`src/rtl/hdb3_decoding_if.sv`:
```
// Symbol/bit bus between the HDB3 encoder and hdb3_decoding.
// Optional error checking in the decoder is enabled by HDB3_DEC_ERR_CHECK_EN.
interface hdb3_decoding_if;
    // Valid-only handshake, no backpressure: the decoder consumes one symbol on
    // every rising edge where encoding_data_instruction=1, and
    // decoding_data_instruction is a single-cycle strobe the sink must take.
    logic [2:0] encoding_data;
    logic       encoding_data_instruction;
    logic       flush;
    logic       decoding_data;
    logic       decoding_data_instruction;
    logic       decoding_err;

    modport master (
        output encoding_data, encoding_data_instruction, flush,
        input  decoding_data, decoding_data_instruction, decoding_err
    );

    modport slave (
        input  encoding_data, encoding_data_instruction, flush,
        output decoding_data, decoding_data_instruction, decoding_err
    );
endinterface

```
`src/rtl/hdb3_decoding.sv`:
```
// HDB3 decoder: 4-stage delay line plus last-mark tracker removes 000V/B00V.
// Define HDB3_DEC_ERR_CHECK_EN to enable illegal-code and V-polarity checking.
module hdb3_decoding #(
    parameter logic [2:0] SYM_ZERO = 3'b000,
    parameter logic [2:0] SYM_POS  = 3'b001,
    parameter logic [2:0] SYM_NEG  = 3'b010
) (
    input  logic              clk,
    input  logic              rst,
    hdb3_decoding_if.slave    bus,
    output logic [1:0]        dbg_last_mark_o
);

    typedef enum logic [1:0] {
        MARK_NONE = 2'd0,
        MARK_POS  = 2'd1,
        MARK_NEG  = 2'd2
    } mark_e;

    logic [3:0] bit_q, bit_d;
    logic [3:0] tag_q, tag_d;
    logic       data_q, data_d;
    logic       inst_q, inst_d;
    logic       err_q, err_d;
    mark_e      last_mark_q, last_mark_d;

    logic  valid, shift, sym_pos, sym_neg, sym_zero, is_mark, is_v, new_bit;
    mark_e pol;

    assign valid    = bus.encoding_data_instruction;
    assign shift    = valid | bus.flush;
    assign sym_pos  = (bus.encoding_data == SYM_POS);
    assign sym_neg  = (bus.encoding_data == SYM_NEG);
    assign sym_zero = (bus.encoding_data == SYM_ZERO);
    assign pol      = sym_pos ? MARK_POS : MARK_NEG;
    assign is_mark  = valid & (sym_pos | sym_neg);
    // A mark repeating the previous polarity is the substituted V; a first mark is never one.
    assign is_v     = is_mark && (last_mark_q != MARK_NONE) && (last_mark_q == pol);
    assign new_bit  = is_mark & ~is_v;

    always_comb begin
        bit_d       = bit_q;
        tag_d       = tag_q;
        data_d      = data_q;
        inst_d      = 1'b0;
        last_mark_d = last_mark_q;
        if (shift) begin
            data_d = bit_q[3];
            inst_d = tag_q[3];
            // Entries moving down are the three symbols before V; clearing them kills a B.
            bit_d  = {bit_q[2:0] & {3{~is_v}}, new_bit};
            tag_d  = {tag_q[2:0], valid};
        end
        if (is_mark) begin
            last_mark_d = pol;
        end
    end

`ifdef HDB3_DEC_ERR_CHECK_EN
    mark_e last_v_q, last_v_d;
    logic  illegal;

    assign illegal = valid & ~(sym_zero | sym_pos | sym_neg);

    always_comb begin
        last_v_d = last_v_q;
        err_d    = illegal | (is_v && (last_v_q == pol));
        if (is_v) begin
            last_v_d = pol;
        end
    end

    always_ff @(posedge clk or posedge rst) begin
        if (rst) begin
            last_v_q <= MARK_NONE;
        end else begin
            last_v_q <= last_v_d;
        end
    end
`else
    logic unused_zero;
    assign unused_zero = sym_zero;
    assign err_d       = 1'b0;
`endif

    always_ff @(posedge clk or posedge rst) begin
        if (rst) begin
            bit_q       <= '0;
            tag_q       <= '0;
            data_q      <= 1'b0;
            inst_q      <= 1'b0;
            err_q       <= 1'b0;
            last_mark_q <= MARK_NONE;
        end else begin
            bit_q       <= bit_d;
            tag_q       <= tag_d;
            data_q      <= data_d;
            inst_q      <= inst_d;
            err_q       <= err_d;
            last_mark_q <= last_mark_d;
        end
    end

    assign bus.decoding_data             = data_q;
    assign bus.decoding_data_instruction = inst_q;
    assign bus.decoding_err              = err_q;
    assign dbg_last_mark_o               = last_mark_q;

endmodule
```
`src/flat_wrapper.sv`:
```
// flat-port wrapper written by rule: the top's interface ports become plain ports
module hdb3_decoding_flat 
#(
    parameter logic [2:0] SYM_ZERO = 3'b000,
    parameter logic [2:0] SYM_POS  = 3'b001,
    parameter logic [2:0] SYM_NEG  = 3'b010
)
  (clk, rst, dbg_last_mark_o, bus_encoding_data, bus_encoding_data_instruction, bus_flush, bus_decoding_data, bus_decoding_data_instruction, bus_decoding_err);
  hdb3_decoding_if bus_i ();
  input  logic clk;
  input  logic rst;
  output logic [1:0] dbg_last_mark_o;
  input wire logic [$bits(bus_i.encoding_data)-1:0] bus_encoding_data;
  input wire logic [$bits(bus_i.encoding_data_instruction)-1:0] bus_encoding_data_instruction;
  input wire logic [$bits(bus_i.flush)-1:0] bus_flush;
  output wire logic [$bits(bus_i.decoding_data)-1:0] bus_decoding_data;
  output wire logic [$bits(bus_i.decoding_data_instruction)-1:0] bus_decoding_data_instruction;
  output wire logic [$bits(bus_i.decoding_err)-1:0] bus_decoding_err;
  assign bus_i.encoding_data = bus_encoding_data;
  assign bus_i.encoding_data_instruction = bus_encoding_data_instruction;
  assign bus_i.flush = bus_flush;
  assign bus_decoding_data = bus_i.decoding_data;
  assign bus_decoding_data_instruction = bus_i.decoding_data_instruction;
  assign bus_decoding_err = bus_i.decoding_err;
  hdb3_decoding #(.SYM_ZERO(SYM_ZERO), .SYM_POS(SYM_POS), .SYM_NEG(SYM_NEG)) u_core (.clk(clk), .rst(rst), .bus(bus_i), .dbg_last_mark_o(dbg_last_mark_o));
endmodule
```
`config.mk`:
```
export PLATFORM = sky130hd
export DESIGN_NAME = hdb3_decoding_flat
export DESIGN_NICKNAME = d
export VERILOG_FILES = /design/src/rtl/hdb3_decoding_if.sv /design/src/rtl/hdb3_decoding.sv /design/src/flat_wrapper.sv
export SDC_FILE = /design/constraint.sdc
export NUM_CORES = 1
export LEC_CHECK = 0
export BUFFER_PORTS_ARGS = -buffer_cell sky130_fd_sc_hd__buf_2
export CAP_MARGIN = 30
export CELL_PAD_IN_SITES_DETAIL_PLACEMENT = 1
export CELL_PAD_IN_SITES_GLOBAL_PLACEMENT = 1
export CORE_MARGIN = 1
export CORE_UTILIZATION = 41
export DETAILED_ROUTE_END_ITERATION = 12
export PLACE_DENSITY_LB_ADDON = 0.3
export SLEW_MARGIN = 40
export SYNTH_ARGS = -nofsm -noshare
export SYNTH_HDL_FRONTEND = slang
export SYNTH_SLANG_ARGS = --single-unit
```
`constraint.sdc`:
```
create_clock -name clk -period 1.75 [get_ports clk]
set_input_delay 0 -clock clk [delete_from_list [all_inputs] [get_ports clk]]
set_output_delay 0 -clock clk [all_outputs]
set_load 0.01 [all_outputs]
```
Word-level counts from Yosys, hierarchy flattened:

Cells that the tools add are included.

* add/sub/neg operators: 0
* bitwise gates (word level): 6
* divide/modulo/power cells: 0
* reductions and logical operators: 3
* order comparisons: 0
* shift operators: 0
* equality and inequality tests: 3
* multipliers: 0
* mux-type cells: 2

Operators by type and width (count)
* 3-bit bitwise AND: 1
* 3-bit by 1-bit equality test with 1-bit output, second input constant: 1
* 3-bit by 2-bit equality test with 1-bit output, second input constant: 1
* 1-bit bitwise AND: 2
* 2-bit equality test: 1
* 1-bit logical AND: 2
* 2-bit two-way mux: 1
* 1-bit bitwise OR: 2
* 2-bit nonzero test: 1
* 1-bit two-way mux: 1
* 1-bit NOT: 1

* ROM bits: 0
* RAM bits: 0
* memories kept: 0
* bits in latches: 0
* output and inout port bits: 5
* register bits after elaboration: 12
* word-level logic and storage cells: 19
* input port bits: 7

Logic depth before layout (Yosys ltp):

Gate-level depths: netlist (run 1).

* depth after elaboration: 7
* mapped depth: 3
* depth with buffers taken out: 3

Least setup slack after synthesis (run 1):

No wires, ideal clock.

* kind: reg2reg
* start point: reg u_core.last_mark_q[1] (netlist: u_core.dbg_last_mark_o[1])
* end point: reg u_core.bit_q[1]
* required time: 1621 ps
* cell stages (with the launch flop): 4
* setup time: 129 ps
* buffers on the path: 0
* period minus slack after synthesis: 1009 ps
* arrival time: 881 ps
* setup slack: 741 ps
* path through: dfrtp_1 nand4bb_1 a21oi_1 a21oi_1

* cells in the longest elaborated chain, start to end: 5
* elaborated cells between the ends (all ways): 6

RTL lines
* start, declared: RTL line hdb3_decoding.sv:25 `mark_e last_mark_q, last_mark_d;`
* start signal, assigned: RTL line hdb3_decoding.sv:100 `last_mark_q <= last_mark_d;`
* 2-bit nonzero test: RTL line hdb3_decoding.sv:38 `assign is_v = is_mark && (last_mark_q != MARK_NONE) && (last_mark_q == pol);`
* 1-bit logical AND: RTL line hdb3_decoding.sv:38
* 1-bit logical AND (*): RTL line hdb3_decoding.sv:38
* 1-bit NOT (*): RTL line hdb3_decoding.sv:51 `bit_d = {bit_q[2:0] & {3{~is_v}}, new_bit};`
* 3-bit bitwise AND (*): RTL line hdb3_decoding.sv:51
* end signal, assigned: RTL line hdb3_decoding.sv:95 `bit_q <= bit_d;`
* end, declared: RTL line hdb3_decoding.sv:20 `logic [3:0] bit_q, bit_d;`

Every way passes the cells marked *; elsewhere a longest branch is shown, timed or not.
A chain may end at the register's enable or synchronous reset.

Worst setup path in the final report (run 1):

* start point: reg u_core.last_mark_q[0] (netlist: u_core.dbg_last_mark_o[0])
* end point: reg u_core.bit_q[3]

The elaborated chain is that of the path after synthesis.

==> results of run 1 <==
==> cells by family after synthesis <==
logic type	after synthesis	synth area share
AO/OA/AOI/OAI	15	0.164
buffers and inverters	3	0.0274
flip-flops	12	0.548
multiplexers	4	0.0822
other	1	0.00684
AND/OR/NAND/NOR	14	0.171
==> state kept, by name, summed over array words and instances (netlist names) <==
register,flops
u_core.bus.decoding_data_instruction,1
u_core.bus.decoding_data,1
u_core.bit_q,4
u_core.tag_q,4
u_core.dbg_last_mark_o,2
==> area by class of cell <==
type	count	area share
inverters	2	0.0113
multi-input cells	34	0.350
well taps	14	0.0264
clock buffers	4	0.0546
repair buffers	12	0.105
flip-flops and latches	12	0.452
==> placed cells by master (no fill, tap or decap) <==
cell	n
mux2_1	4
nand2b_1	3
buf_2	10
clkbuf_8	1
o21ai_0	4
dfrtp_1	12
nand2_1	4
dlygate4sd3_1	2
nor2_4	1
a21o_2	1
inv_1	2
o21bai_1	1
clkbuf_4	3
a21oi_1	5
a22o_1	2
o21ai_1	1
and2b_1	1
o22ai_1	1
nand4bb_1	2
conb_1	1
nor2b_1	3
==> critical path: stages, from the launching register on <==
cell       delay [ns]
dfrtp_1          0.44
nand4bb_1        0.22
a21oi_1          0.24
a21oi_1          0.08
==> worst paths after layout <==
check                                       end  slack, ns                     startpoint
worst min-delay path            u_core.tag_q[0]       0.04  bus_encoding_data_instruction
max in group asynchronous       u_core.bit_q[1]       1.16                            rst
worst max register to register  u_core.bit_q[3]       0.64      u_core.dbg_last_mark_o[0]
worst max-delay path            u_core.bit_q[3]       0.64      u_core.dbg_last_mark_o[0]
min in group asynchronous       u_core.bit_q[2]       0.27                            rst
worst min register to register  u_core.tag_q[3]       0.49                u_core.tag_q[2]
==> report_power, final <==
group	total, mW	switching [mW]	internal, mW
clock	0.219	0.0932	0.126
sequential	0.321	0.0164	0.305
combinational	0.0853	0.0441	0.0412
total	0.626	0.154	0.472
==> per-layer routing <==
metal	wire length, um	global-route usage	up-vias
li1	-	-	198
met4	0	0.0517	0
met2	502	0.292	11
met3	44	0.0523	0
met5	0	0	-
met1	539	0.258	200
==> metrics by stage <==
stage	power, mW	hold WS [ns]	std cells	worst slack (ns)
after floorplan	0.374	-0.135	49	0.741
after global placement	0.405	0.0232	72	0.701
after detailed placement	0.410	0.0306	72	0.648
after CTS	0.632	0.0291	78	0.632
after global routing	0.654	0.0412	78	0.511
final	0.626	0.0369	78	0.641
==> what timing repair did <==
| item | 4_1_cts | 5_1_grt |
|---|---|---|
| endpoints found under the hold margin | 13 | 0 |
| resized for setup | 0 | 0 |
| setup endpoints to repair | 0 | 0 |
| hold buffers | 2 | 0 |
==> reports/results.ini, run 1 <==
[status]
outcome = complete, no violations

[logic_synthesis]
synth_ff_type = dfrtp_1
yosysTopAreaCell = dfrtp_1
yosys_warnings = 0
syn_avg_cell_area_um2 = 11.2
ys_seq_area_frac = 0.548
synth_area_um2 = 548
ys_ff_latch = 12
synth.most_common_cell = dfrtp_1
synthArstFlopShare = 1.00
synth.net_count = 56
synth_cells = 49
synth_top_cells_by_count = dfrtp_1 (12), a21oi_1 (5), mux2_1 (4), nand2_1 (4), o21ai_0 (4)
synth-edff-count = 0
synth_cell_types = 18
synth_area_leaders = dfrtp_1 (55%), mux2_1 (8.2%), a21oi_1 (4.6%)
synth_top_cell_area_share = 0.548

[clocking]
clock_sinks = 12
clkTransAtPathRegs_ns = 0.08
clock_path_buffers = 2
clock-root-buffer = clkbuf_4
ctsHtreeMaxLevel = 1
post-cts-setup-buffers = 0
cts_buffers = 3
clk_latency_ns = 0.27
cts_tree = built

[timing]
slew_viol_final = 0
rsz0062_at_grt = no
finalSetupTns_ns = 0
post-route-period-util = 0.634
finalSetupViolCount = 0
period_needed_ns = 1.11
clock_skew_ns = 0.00269
hold_violations = 0
max_freq_mhz = 902

[global_route]
grt_remaining_overflow = 0
first_global_vias = 439
grt_pass1_wl_um = 1900
grtUsageTotal = 0.189
antenna_found_initial = 0
grt_max_degree = 13

[floorplanning]
die_area_mm2 = 0.00149
core_area_mm2 = 0.00117
boundaryPins = 12
die_x_um = 38.6
placementRows = 12
initial_core_util = 0.468
fp.dieH_um = 38.6

[finish]
fin_util = 0.567
fill_cells = 138
multi_input_area_um2 = 233
synthToLayoutAreaGrowth_pct = 21.2
layout.nets = 72
regArea_um2 = 300
drive_gt1_frac = 0.250
post-route-cell-area_um2 = 664
antenna_cells = 0

[drt]
drt-initial-drc-count = 4
drt_pass1_iterations = 3
vias = 409
drt-total-wl_um = 1090
post_drt_wl_per_cell_um = 13.9
drt.antenna.violating_nets = 0
drc = 0
vias_per_cell = 5.24

[worst_setup_path]
start_kind = register
crit_fanout = 7
cp_data_required_time_ns = 1.90
reg2reg_depth = 3
cp.arrival_ns = 1.26
critPathKind = register to register
endpoint_kind = register

[job]
cap_violations = 0

[placed_design]
port_buffers = 10
dp_hpwl_um = 789
place_area_um2 = 608
gp_congestion = 0.714

[power]
ir_drop_mv = 0.420
power_density_mw_per_mm2 = 942
p_leak_nw = 0.296

[hold_path]
hold_path_depth = 2
hp-class = input pin to register

(Power assumes the default switching activity.)
==> inputs of run 2 (changes only) <==
--- a/config.mk
+++ b/config.mk
@@ -10,7 +10,7 @@
 export CELL_PAD_IN_SITES_DETAIL_PLACEMENT = 1
 export CELL_PAD_IN_SITES_GLOBAL_PLACEMENT = 1
 export CORE_MARGIN = 1
-export CORE_UTILIZATION = 41
+export CORE_UTILIZATION = 38
 export DETAILED_ROUTE_END_ITERATION = 12
 export PLACE_DENSITY_LB_ADDON = 0.3
 export SLEW_MARGIN = 40
==> constraint.sdc (replaced) <==
create_clock -name clk -period 1.1 [get_ports clk]
set_input_delay 0 -clock clk [delete_from_list [all_inputs] [get_ports clk]]
set_output_delay 0 -clock clk [all_outputs]
set_load 0.01 [all_outputs]
==> run 2 against run 1 <==
- wire length increased by 2.2%
- total power increased by 60%
- worst setup slack got worse by 0.60 ns
- largest cell class unchanged
==> reports/results.ini, run 2 (synthesis gave the netlist of run 1 again) <==
[floorplanning]
boundaryPins = 12
fp.dieH_um = 40.0
initial_core_util = 0.416
placementRows = 13
die_area_mm2 = 0.00160
die_x_um = 40.0
core_area_mm2 = 0.00132

[hold_path]
hold_path_depth = 2
hp-class = input pin to register
min_from = bus_encoding_data_instruction
holdPathEnd = u_core.tag_q[0]

[worst_setup_path]
crit_fanout = 6
cpLargestDelayFamily = flip-flops
cp_data_required_time_ns = 1.25
start_kind = register
slowest_delay_ns = 0.44
endpoint_kind = register
slowest_stage = dfrtp_2
r2r_end = u_core.bit_q[3]
rr_startpoint = u_core.dbg_last_mark_o[0]
worst-path-buf-inv = 0
reg2reg_depth = 3
crit_chain = nand4bb_1, a21oi_2, a21oi_1
critPathKind = register to register
r2r_setup_slack_ns = 0.04
cp.arrival_ns = 1.22

[clocking]
clock_path_buffers = 2
ctsHtreeMaxLevel = 1
clock_sinks = 12
clk_latency_ns = 0.27
clkTransAtPathRegs_ns = 0.08
cts_tree = built
clock-root-buffer = clkbuf_4
cts_buffers = 3

[finish]
drive_gt1_frac = 0.292
layout_common_cells = dfrtp_1 (11), buf_2 (10)
antenna_cells = 0
layout_commonest_cell = dfrtp_1
synthToLayoutAreaGrowth_pct = 23.7
fin_util = 0.515
layout.nets = 73

[power]
power_density_mw_per_mm2 = 1480
ir_drop_mv = 0.693
finalPower_mw = 1.00
p_leak_nw = 0.300

[drt]
drt.antenna.violating_nets = 0
drt-total-wl_um = 1110
vias = 414
drt-initial-drc-count = 1
drt_pass1_iterations = 2
vias_per_cell = 5.18
post_drt_wl_per_cell_um = 13.9
drc = 0

[global_route]
first_global_vias = 350
grt_remaining_overflow = 0
grt_max_degree = 13
grtUsageTotal = 0.167
antenna_found_initial = 0
grt_pass1_wl_um = 1670

[status]
outcome = complete, no violations

[placed_design]
port_buffers = 10
gp_congestion = 0.629
dp_hpwl_um = 720

[job]
cap_violations = 0

[timing]
slew_viol_final = 0
clock_skew_ns = 0.00242
finalSetupViolCount = 0
hold_violations = 0
period_needed_ns = 1.06
post-route-period-util = 0.964
max_freq_mhz = 943
rsz0062_at_grt = yes

run 2: cell types whose count changed in the layout (fill, tap and decap cells not counted), sizes merged:
cell	previous run	this run
buf	10	11
run 2: worst register-to-register path: stages, from the launching register on:
cell	delay, ns
dfrtp_2	0.44
nand4bb_1	0.22
a21oi_2	0.22
a21oi_1	0.07
run 2: repair_timing:
item                       4_1_cts  5_1_grt
pin swaps                        0        2
hold buffers                     2        0
hold endpoints to repair        13        0
setup buffers                    0        1
cloned                           0        0
setup endpoints to repair        3        3
gates resized for setup          1        1
run 2: cell type report:
type / count / area [um^2]
inverter: 2 / 7.51
sequential: 12 / 302
fill: 152 / 639
timing repair buffer: 13 / 77.6
clock buffer: 4 / 36.3
tap: 15 / 18.8
multi-input combinational: 34 / 236
run 2: layer usage:
layer  vias to the layer above  global-route usage  wire [um]
met1                       202               0.250        505
met3                         2              0.0333         37
li1                        202                   -          -
met2                         8               0.218        561
met4                         0               0.103          6
met5                         -                   0          0
run 2: stage by stage:
| step | cells | area, um^2 | hold slack, ns | TNS (ns) | worst slack, ns |
|---|---|---|---|---|---|
| 3_5_place_dp | 73 | 609 | 0.0400 | -0.0186 | -0.0186 |
| 5_1_grt | 80 | 678 | 0.0245 | -0.0220 | -0.0172 |
| 6_report | 80 | 678 | 0.0365 | 0 | 0.0391 |
| 4_1_cts | 79 | 669 | 0.0256 | 0 | 0.00587 |
| 3_3_place_gp | 73 | 609 | 0.0250 | 0 | 0.0472 |
| 2_1_floorplan | 49 | 548 | -0.135 | 0 | 0.0906 |
run 2: how the worst max path moves through the flow:
| stage | start | endpoint | slack [ns] | cells after the start |
|---|---|---|---|---|
| floorplan | u_core.dbg_last_mark_o[1] | u_core.bit_q[1] | 0.09 | 3 |
| global placement | u_core.dbg_last_mark_o[1] | u_core.bit_q[2] | 0.05 | 3 |
| detailed placement | u_core.dbg_last_mark_o[0] | u_core.bit_q[3] | -0.02 | 3 |
| CTS | u_core.dbg_last_mark_o[0] | u_core.bit_q[3] | 0.006 | 3 |
| global route | u_core.dbg_last_mark_o[1] | u_core.bit_q[3] | -0.02 | 3 |
| finish | u_core.dbg_last_mark_o[0] | u_core.bit_q[3] | 0.04 | 3 |
run 2: where the power goes:
part	internal [mW]	total (mW)	leakage, nW	switching, mW
combinational	0.0691	0.142	0.138	0.0731
clock	0.201	0.350	0.0210	0.149
sequential	0.486	0.510	0.141	0.0249
==> inputs of run 3 (changes only) <==
==> constraint.sdc (replaced) <==
create_clock -name clk -period 1.1 [get_ports clk]
set_input_delay 0 -clock clk [delete_from_list [all_inputs] [get_ports clk]]
set_output_delay 0 -clock clk [all_outputs]
set_load 0.05 [all_outputs]
==> run 3 against run 2 <==
- worst hold slack improved by 0.0089 ns
- via count fell by 0.48%
- register-to-register slack improved by 0.03 ns
- combinational power rose by 39%
- final area fell by 0.74%
- sequential power barely moved
- first-iteration DRC count rose to 5.0 times the previous value
- sequential share of layout area rose by 0.52 points
- largest cell class unchanged
==> reports/results.ini, run 3 (synthesis gave the netlist of run 1 again) <==
[worst_setup_path]
crit_fanout = 6
cp.arrival_ns = 1.19
reg2reg_depth = 3
critPathKind = register to register
endpoint_kind = register
cp_data_required_time_ns = 1.26
start_kind = register

[floorplanning]
fp.dieH_um = 40.0
initial_core_util = 0.416
die_area_mm2 = 0.00160
core_area_mm2 = 0.00132
boundaryPins = 12
die_x_um = 40.0
placementRows = 13

[timing]
hold_violations = 0
period_needed_ns = 1.03
post-route-period-util = 0.939
finalSetupViolCount = 0
rsz0062_at_grt = yes
max_freq_mhz = 968
fin_ws_ns = 0.0668
slew_viol_final = 0
clock_skew_ns = 0.0107

[power]
p_switching_mw = 0.287
power_density_mw_per_mm2 = 1460
p_sw_frac = 0.292
p_seq_frac = 0.519
finalPower_mw = 0.984
comb_power_share = 0.200
p_leak_nw = 0.294
ir_drop_mv = 0.843
clock_power_share = 0.281
p_int_mw = 0.697

[drt]
drc = 0
vias = 412
drt-total-wl_um = 1050
post_drt_wl_per_cell_um = 13.1
drt-initial-drc-count = 5
drt_pass1_iterations = 4
drt.antenna.violating_nets = 0
vias_per_cell = 5.15

[global_route]
grt_pass1_wl_um = 1690
grt_remaining_overflow = 0
first_global_vias = 391
grt_max_degree = 13
antenna_found_initial = 0
grtUsageTotal = 0.163

[clocking]
clk_latency_ns = 0.27
clock_path_buffers = 2
clkTransAtPathRegs_ns = 0.08
clock_sinks = 12
ctsHtreeMaxLevel = 1
clock-root-buffer = clkbuf_4
cts_tree = built
cts_buffers = 3

[finish]
layout.nets = 73
antenna_cells = 0
layout_common_cells = buf_2 (10), dfrtp_1 (10), nand2_1 (4), o21ai_0 (4), mux2_1 (4)
fill_cells = 148
post-route-cell-area_um2 = 673
synthToLayoutAreaGrowth_pct = 22.8
drive_gt1_frac = 0.308

[hold_path]
hold_path_depth = 2
hp-class = input pin to register

[placed_design]
gp_congestion = 0.647
port_buffers = 10
place_area_um2 = 616
dp_hpwl_um = 777
dp_slack_ns = 0.0770

[job]
cap_violations = 0

[status]
outcome = complete, no violations

==> run 3: cell count changes in the layout (fill, tap and decap cells not counted) <==
| cell | delta |
|---|---|
| a21oi_1 | -1 |
| a21oi_2 | +1 |
| clkbuf_1 | +1 |
| clkbuf_8 | -1 |
| dfrtp_1 | -1 |
| dfrtp_2 | +1 |
==> run 3: metal layers <==
layer  track usage  wire length [um]  up-vias  share of wire
met5             0                 0        -              0
met4        0.0776                15        0          0.014
met3        0.0333                45        2          0.043
met2         0.258               488       10           0.47
met1         0.212               496      195           0.47
li1              -                 -      205              -
==> run 3: critical path, cell delays in order (launching register included) <==
cell	delay (ns)
dfrtp_2	0.44
nand4bb_1	0.21
a21oi_2	0.21
a21oi_1	0.07
==> run 3: timing repair <==
item	in CTS	in global routing
hold buffers	2	0
endpoints found under the setup margin	0	1
buffers inserted	0	1
endpoints found under the hold margin	13	0
resized for setup	0	1
==> run 3: cell type report <==
cell class | instances | area [um^2] | share of cell area
Timing Repair Buffer | 13 | 77.6 | 0.115
Inverter | 2 | 7.51 | 0.0112
Sequential cell | 12 | 303 | 0.450
Multi-Input combinational cell | 34 | 240 | 0.357
Tap cell | 15 | 18.8 | 0.0279
Clock buffer | 4 | 26.3 | 0.0390
==> run 3: power groups by stage <==
stage | combinational (mW) | sequential [mW] | clock, mW
after floorplan | 0.0813 | 0.570 | 0
after global routing | 0.214 | 0.518 | 0.305
after global placement | 0.183 | 0.516 | 0
after detailed placement | 0.187 | 0.520 | 0
after CTS | 0.193 | 0.512 | 0.292
final | 0.197 | 0.511 | 0.276
==> run 3: worst paths after layout <==
check | endpoint | startpoint | slack, ns
max | u_core.bit_q[3] | u_core.dbg_last_mark_o[0] | 0.07
min | u_core.tag_q[0] | bus_encoding_data_instruction | 0.05
max reg2reg | u_core.bit_q[3] | u_core.dbg_last_mark_o[0] | 0.07
min reg2reg | u_core.tag_q[0] | u_core.tag_q[0] | 0.48
max in group asynchronous | u_core.dbg_last_mark_o[0] | rst | 0.49
min in group asynchronous | u_core.bus.decoding_data | rst | 0.27
==> run 3: stage by stage <==
step | instances | hold WS [ns] | setup TNS, ns | utilization
after floorplan | 49 | -0.135 | 0 | -
after global placement | 73 | 0.0184 | 0 | 0.467
after detailed placement | 73 | 0.0326 | 0 | 0.467
after CTS | 79 | 0.0422 | 0 | 0.502
after global routing | 80 | 0.0543 | -0.0112 | 0.511
final | 80 | 0.0454 | 0 | 0.511
